[config.mk]
export PLATFORM = sky130hd
export DESIGN_NAME = lsu_align_rmw
export DESIGN_NICKNAME = d
export VERILOG_FILES = /design/src/rtl/lsu_align_rmw.sv
export SDC_FILE = /design/constraint.sdc
export NUM_CORES = 1
export LEC_CHECK = 0
export ABC_AREA = 1
export BUFFER_PORTS_ARGS = -buffer_cell sky130_fd_sc_hd__buf_2
export CAP_MARGIN = 10
export CORE_UTILIZATION = 57
export CTS_CLUSTER_SIZE = 24
export DETAILED_ROUTE_END_ITERATION = 8
export GPL_ROUTABILITY_DRIVEN = 0
export PLACE_DENSITY = 0.86
export SLEW_MARGIN = 20
export SYNTH_ARGS = -nofsm -noshare
export SYNTH_HDL_FRONTEND = slang
export SYNTH_SLANG_ARGS = --single-unit
export TNS_END_PERCENT = 30
[constraint.sdc]
create_clock -name clk -period 3.7 [get_ports clk]
set_input_delay 0.74 -clock clk [delete_from_list [all_inputs] [get_ports clk]]
set_output_delay 0.74 -clock clk [all_outputs]
set_load 0.05 [all_outputs]
[src/rtl/lsu_align_rmw.sv]
// lsu_align_rmw: word-aligned load/store unit with sub-word read-modify-write stores
module lsu_align_rmw #(
  parameter int DM_ADDRESS = 9,
  parameter int DATA_W = 32
) (
  input  logic                  clk,
  input  logic                  rst_n,
  input  logic                  req_valid,
  output logic                  req_ready,
  input  logic                  MemRead,
  input  logic                  MemWrite,
  input  logic [2:0]            Funct3,
  input  logic [DM_ADDRESS-1:0] addr,
  input  logic [DATA_W-1:0]     wd,
  output logic                  resp_valid,
  output logic [DATA_W-1:0]     rd,
  output logic                  err,
  output logic [DM_ADDRESS-1:0] mem_addr,
  output logic                  mem_re,
  output logic                  mem_we,
  output logic [DATA_W-1:0]     mem_wdata,
  input  logic [DATA_W-1:0]     mem_rdata
);
  typedef enum logic [2:0] {IDLE, LD_WAIT, RMW_RD, RMW_WR, ST_WR, RESP} state_t;
  state_t state, state_nx;
  logic [DM_ADDRESS-1:0] a_q, a_sel;
  logic [2:0] f_q;
  logic [15:0] wd_q, half_v;
  logic [7:0] byte_v;
  logic [DATA_W-1:0] wdata_q, rd_q, ld_val, merged;
  logic err_q, accept, is_ld, is_st, bad_f, mis, bad;
  assign is_ld = MemRead & ~MemWrite;
  assign is_st = MemWrite & ~MemRead;
  assign bad_f = is_ld ? (Funct3[1:0] == 2'b11 || Funct3[2:1] == 2'b11) :
                 is_st ? (Funct3[2] || Funct3[1:0] == 2'b11) : 1'b1;
  assign mis = Funct3[1] ? |addr[1:0] : Funct3[0] & addr[0];
  assign bad = bad_f | mis;
  assign accept = rst_n && state == IDLE && req_valid;
  // the read for loads and sub-word stores is issued in the accept cycle itself
  assign a_sel = accept ? addr : a_q;
  assign req_ready = rst_n && state == IDLE;
  assign mem_re = accept && !bad && (is_ld || !Funct3[1]);
  assign mem_we = rst_n && (state == RMW_WR || state == ST_WR);
  assign mem_addr = {a_sel[DM_ADDRESS-1:2], 2'b00};
  assign mem_wdata = wdata_q;
  assign resp_valid = rst_n && state == RESP;
  assign err = resp_valid && err_q;
  assign rd = rd_q;
  assign byte_v = mem_rdata[{a_q[1:0], 3'b000} +: 8];
  assign half_v = mem_rdata[{a_q[1], 4'b0000} +: 16];
  assign ld_val = f_q[1] ? mem_rdata :
                  f_q[0] ? {{16{~f_q[2] & half_v[15]}}, half_v} :
                           {{24{~f_q[2] & byte_v[7]}}, byte_v};
  always_comb begin
    merged = mem_rdata;
    if (f_q[0]) merged[{a_q[1], 4'b0000} +: 16] = wd_q;
    else merged[{a_q[1:0], 3'b000} +: 8] = wd_q[7:0];
  end
  always_comb begin
    state_nx = state;
    case (state)
      IDLE: if (accept) state_nx = bad ? RESP : is_ld ? LD_WAIT : Funct3[1] ? ST_WR : RMW_RD;
      LD_WAIT, RMW_WR, ST_WR: state_nx = RESP;
      RMW_RD: state_nx = RMW_WR;
      default: state_nx = IDLE;
    endcase
  end
  always_ff @(posedge clk) begin
    if (!rst_n) begin
      state <= IDLE;
      a_q <= '0;
      f_q <= '0;
      wd_q <= '0;
      wdata_q <= '0;
      rd_q <= '0;
      err_q <= 1'b0;
    end else begin
      state <= state_nx;
      if (accept) begin
        a_q <= addr;
        f_q <= Funct3;
        wd_q <= wd[15:0];
        err_q <= bad;
      end
      if (accept && bad) rd_q <= '0;
      if (state == LD_WAIT) rd_q <= ld_val;
      if (accept && !bad && is_st && Funct3[1]) wdata_q <= wd;
      if (state == RMW_RD) wdata_q <= merged;
    end
  end
endmodule

==> results.yml, run 1 <==
place:
  hpwl_um: 12300
  placed_area_um2: 6560
  io_buffers: 156
drt:
  dr.pass1.iters: 6
  via_per_inst: 5.46
  wl_met2_um: 7690
  routed_wl_um: 17000
  wl_met3_um: 1600
  drt_iter0_markers: 561
  routed.top_layer: "met4"
  ant_nets: 0
  wl_per_cell_um: 13.9
  drc: 0
  m1WireLength_um: 7070
  num_vias: 6683
job:
  drv_cap: 0
sta:
  fin_skew_ps: 11.4
  period_share: 0.716
  setup_viol: 0
  finalHoldViolations: 0
  worstMarginPinSlew_ps: 983
  rsz0062_at_grt: "no"
  finalMaxSlewViolations: 0
  period_needed_ps: 2650
  clock.fmax_mhz: 378
  maxSlewHeadroom: 0.343
  timing.setup.tns_ps: 0
finish:
  fin_nets: 1172
  syn_to_final_growth_pct: 16.5
  stdcell_area_um2: 6780
  diodes: 0
  drive_gt1_frac: 0.185
  n_fill_cell: 983
synth:
  synthSimpleGateAreaFrac: 0.478
  synthAdderAreaFrac: 0.0108
  ys_seq_area_frac: 0.330
  synthFlopType: "dfxtp_1"
  syn_area_per_cell_um2: 6.02
  synth_area_leaders: "dfxtp_1, nand2_1, nor2_1, a21oi_1, nand3_1"
  synthDominantCellAreaShare: 0.330
  synthArstFlopShare: 0
  synth_top_family_by_area: "simple AND/OR/NAND/NOR gates"
  netlist_area_um2: 5820
  synth-seq-cells: 96
  yosys.area.top_type: "dfxtp_1"
  synth_xor_area_frac: 0
  muxShareOfSynthArea: 0
  synthCells: 966
  yosysMostFrequentCell: "nand2_1"
  synth_cell_types: 31
  synth_edf_count: 0
  yosys_warnings: 0
  synth_compound_area_frac: 0.106
  synth_common_cells: "nand2_1, nor2_1, dfxtp_1"
clock_tree:
  numCtsBuffers: 9
  postCtsResizedCells: 0
  cts_tree: "yes"
  cts-root-buf: "clkbuf_8"
  htree_levels: 3
  cts_sinks: 96
  clkSlewWorstSetupHoldPaths_ps: 100
  hold_buffers: 0
  clockBufferDepth: 2
  clk_latency_ps: 360
  post_cts_buffers: 0
floorplan:
  rows: 36
  core_um2: 9820
  start_util: 0.592
  die_h_um: 103
  ios: 159
  die_area_um2: 10600
  dieWidth_um: 103
setup_path:
  endpoint_kind: "primary output"
  cp.arrival_ps: 1910
  cp_max_fo: 16
  reg2reg_setup_slack_ps: 1210
  required_ps: 2960
  start_kind: "flop"
  worst-setup-path-type: "reg -> out"
global_routing:
  overflow: 0
  grtUsageTotal: 0.321
  grt_pass1_vias: 5634
  grt_pass1_wl_um: 26800
  antenna_found_initial: 0
  grt_max_degree: 59
pwr:
  power_leakage_uw: 0.00359
  p_per_area_nw_per_um2: 404
  vdd_ir_drop_max_mv: 0.225
outcome:
  run_status: "finished clean"
hold_path:
  min_path_type: "reg -> reg"
[flip-flops by register name, summed over array words and instances (netlist names)]
| signal | flops |
|---|---|
| mem_wdata | 32 |
| rd | 32 |
| wd_q | 16 |
| a_q | 9 |
| f_q | 3 |
| state | 3 |
| err_q | 1 |
[cell families (layout without fill, tap and decap cells)]
logic type	Yosys count	count (layout)
compound gates	119	119
flops	96	96
buf+inv	98	222
fa+ha+maj	5	5
other cells	1	2
simple gates	647	647
[final cells by class]
| class | count | area [um2] | area share |
|---|---|---|---|
| clock buffers | 11 | 151 | 0.0223 |
| inverters | 40 | 150 | 0.0222 |
| clock inverters | 5 | 63.8 | 0.00942 |
| multi-input cells | 773 | 3470 | 0.512 |
| flip-flops and latches | 96 | 1920 | 0.284 |
| well taps | 133 | 166 | 0.0246 |
| repair buffers | 166 | 856 | 0.126 |
[routing by layer]
layer,up-vias,GRT usage
li1,3338,-
met1,2971,0.427
met2,312,0.515
met3,62,0.0495
met4,0,0.144
met5,-,0
[worst max-delay path, stage by stage (launching register included)]
cell	delay, ps
dfxtp_1	390
nor2_4	180
nand4_4	90
inv_1	390
nand2_1	140
nand2_1	90
buf_2	260
[path summary, 6_finish.rpt]
path / from / end / depth (start not counted)
setup / recovery: state[2]$_SDFFE_PN0P_ / mem_addr[2] / 6
hold / removal: err_q$_SDFFE_PN0N_ / err_q$_SDFFE_PN0N_ / 2
setup reg to reg: a_q[1]$_SDFFE_PN0N_ / mem_wdata[15]$_SDFFE_PN0P_ / 10
hold reg to reg: err_q$_SDFFE_PN0N_ / err_q$_SDFFE_PN0N_ / 2
[stage by stage]
stage | utilization | cells | worst slack, ps | hold WS, ps | total power [uW]
after floorplan | - | 967 | 162 | 441 | 1800
after global placement | 0.668 | 1208 | 1080 | 454 | 2000
after detailed placement | 0.668 | 1208 | 1020 | 461 | 2010
after CTS | 0.690 | 1224 | 1050 | 475 | 2740
after global routing | 0.690 | 1224 | 874 | 504 | 2880
final | 0.690 | 1224 | 1050 | 475 | 2740
[cell usage in the layout, fill, tap and decap left out]
cell | synthesis | final
a21oi_1 | 82 | 82
a21oi_2 | 1 | 1
and2_1 | 1 | 1
buf_2 | 27 | 156
buf_4 | 4 | 10
bufinv_16 | 0 | 1
clkbuf_8 | 0 | 11
clkinv_1 | 4 | 4
clkinv_4 | 0 | 2
clkinvlp_4 | 0 | 1
conb_1 | 1 | 2
dfxtp_1 | 96 | 96
ha_1 | 5 | 5
inv_1 | 32 | 32
inv_2 | 4 | 4
inv_6 | 0 | 1
nand2_1 | 316 | 316
nand2_2 | 5 | 5
nand2_4 | 1 | 1
nand3_1 | 68 | 68
nand3_2 | 2 | 2
nand3b_1 | 34 | 34
nand4_1 | 9 | 9
nand4_4 | 1 | 1
nor2_1 | 179 | 179
nor2_2 | 2 | 2
nor2_4 | 2 | 2
nor3_1 | 25 | 25
nor3_2 | 2 | 2
o211ai_1 | 5 | 5
o21ai_0 | 28 | 28
o21ai_1 | 1 | 1
o31ai_1 | 2 | 2
[report_power, final]
part | internal [uW] | switching (uW) | leakage [uW]
logic | 226 | 597 | 0.00270
clock network | 355 | 388 | 0.000106
registers | 1110 | 64.1 | 0.000781
total | 1690 | 1050 | 0.00359
Note: power is estimated with default switching activity, not from simulation.
==> run 2, diff against run 1 <==
--- a/config.mk
+++ b/config.mk
@@ -8,11 +8,11 @@
 export ABC_AREA = 1
 export BUFFER_PORTS_ARGS = -buffer_cell sky130_fd_sc_hd__buf_2
 export CAP_MARGIN = 10
-export CORE_UTILIZATION = 57
+export CORE_UTILIZATION = 48
 export CTS_CLUSTER_SIZE = 24
 export DETAILED_ROUTE_END_ITERATION = 8
 export GPL_ROUTABILITY_DRIVEN = 0
-export PLACE_DENSITY = 0.86
+export PLACE_DENSITY = 0.77
 export SLEW_MARGIN = 20
 export SYNTH_ARGS = -nofsm -noshare
 export SYNTH_HDL_FRONTEND = slang
==> constraint.sdc (replaced) <==
create_clock -name clk -period 2.2 [get_ports clk]
set_input_delay 0.44 -clock clk [delete_from_list [all_inputs] [get_ports clk]]
set_output_delay 0.44 -clock clk [all_outputs]
set_load 0.05 [all_outputs]
==> run 2 against run 1 <==
Compared with the run above: the run now ends with DRC left; clock power up 130%; hold slack worse by 180 ps; routed wire length is 0.99% higher; critical endpoint is now mem_addr[3]; largest cell class unchanged; largest power group unchanged; highest routed layer unchanged.
==> results.yml, run 2 (same netlist as run 1, synthesis figures left out) <==
floorplan:
  ios: 159
  die_h_um: 112
  start_util: 0.501
  die_area_um2: 12600
  rows: 39
  core_um2: 11600
  dieWidth_um: 112
clock_tree:
  clkSlewWorstSetupHoldPaths_ps: 70
  numCtsBuffers: 9
  cts_tree: "yes"
  cts_sinks: 96
  clockBufferDepth: 2
  htree_levels: 3
  clk_latency_ps: 360
  hold_buffers: 0
  cts-root-buf: "clkbuf_16"
outcome:
  run_status: "finished, violations left"
  violations: "DRC"
global_routing:
  overflow: 0
  grt_max_degree: 79
  grtUsageTotal: 0.276
  grt_pass1_wl_um: 27700
  antenna_found_initial: 0
  grt_pass1_vias: 5699
setup_path:
  endpoint_kind: "primary output"
  critPathMaxStageDelay_ps: 380
  worst-setup-path-type: "reg -> out"
  start_kind: "flop"
  cp_max_fo: 8
  crit_top_cell: "nand2_1"
  cp.arrival_ps: 1660
  worstPathCellList: "nor2_4, nand4_4, clkinvlp_4, nand2_1, nand2_1, buf_2"
  cpMaxStageDelayCell: "dfxtp_1"
  path_delay_family: "simple AND/OR/NAND/NOR gates"
  required_ps: 1760
  cp_num_buf_inv: 2
finish:
  syn_to_final_growth_pct: 21.4
  drive_gt1_frac: 0.201
  fin_nets: 1190
  diodes: 0
  mostFrequentLayoutCells: "nand2_1, nor2_1, buf_2"
  instances_no_fill: 1252
  n_fill_cell: 1146
  final_common_cell: "nand2_1"
sta:
  timing.setup.tns_ps: 0
  rsz0062_at_grt: "no"
  finalMaxSlewViolations: 0
  maxSlewHeadroom: 0.637
  period_share: 0.953
  period_needed_ps: 2100
  clock.fmax_mhz: 477
  worstMarginPinSlew_ps: 544
  fin_ws_ps: 103
  fin_skew_ps: 8.41
  hold_ws_ps: 294
  setup_viol: 0
  finalHoldViolations: 0
pwr:
  clkPwrFrac: 0.333
  power_leakage_uw: 0.00372
  p_comb_frac: 0.282
  p_per_area_nw_per_um2: 722
  switching_share: 0.357
  pwr-share-seq: 0.386
  p_int_uw: 3280
  power_switching_uw: 1820
  vdd_ir_drop_max_mv: 0.546
  total_power_uw: 5100
hold_path:
  min_path_type: "in -> reg"
place:
  place_ws_ps: 285
  hpwl_um: 12500
  io_buffers: 156
  dp.cells: 1233
job:
  drv_cap: 0
drt:
  drt_iter0_markers: 747
  routed_wl_um: 17200
  num_vias: 6533
  wl_per_cell_um: 13.7
  dr.pass1.iters: 7
  ant_nets: 0
  drc: 13
  via_per_inst: 5.22
-- run 2: path summary, 6_finish.rpt --
| kind | startpoint | endpoint | slack, ps | cells past startpoint |
|---|---|---|---|---|
| max | state[2]$_SDFFE_PN0P_ | mem_addr[3] | 100 | 6 |
| min | wd[10] | wd_q[10]$_SDFFE_PN0N_ | 290 | 3 |
| max reg2reg | state[2]$_SDFFE_PN0P_ | rd[11]$_SDFFE_PN0P_ | 240 | 9 |
| min reg2reg | err_q$_SDFFE_PN0N_ | err_q$_SDFFE_PN0N_ | 470 | 2 |
-- run 2: power groups by stage --
stage	Sequential, uW	Combinational, uW	Clock (uW)
after detailed placement	2000	1420	0
after global routing	1980	1580	1800
final	1970	1440	1700
after CTS	1970	1420	1720
after global placement	2000	1410	0
after floorplan	2260	780	0
-- run 2: what timing repair did --
action                     CTS  global route
setup endpoints to repair    7             7
pin swaps                    0             1
cloned                       0             0
buffers inserted             0             3
resized for setup            1             2
-- run 2: per-layer routing --
metal	up-vias	wire (um)	GRT usage
li1	3387	-	-
met1	2854	7740	0.381
met2	267	7700	0.431
met3	25	1330	0.0389
met4	0	395	0.116
met5	-	0	0
-- run 2: stage by stage --
step,instance area (um2),util
6_report,7060,0.608
3_3_place_gp,6710,0.578
4_1_cts,7040,0.606
5_1_grt,7060,0.608
3_5_place_dp,6710,0.578
2_1_floorplan,5830,-
-- run 2: worst min-delay path: stages --
cell and delay [ps]:
buf_2 80, nand2_1 40, nand2_1 50
-- run 2: layout make-up --
type / instances / area, um2 / area share
clock buffer: 9 / 225 / 0.0319
clock inverter: 7 / 96.3 / 0.0136
inverter: 40 / 154 / 0.0218
multi-input combinational: 773 / 3480 / 0.493
sequential: 96 / 1920 / 0.272
tap: 143 / 179 / 0.0253
timing repair buffer: 184 / 1010 / 0.143
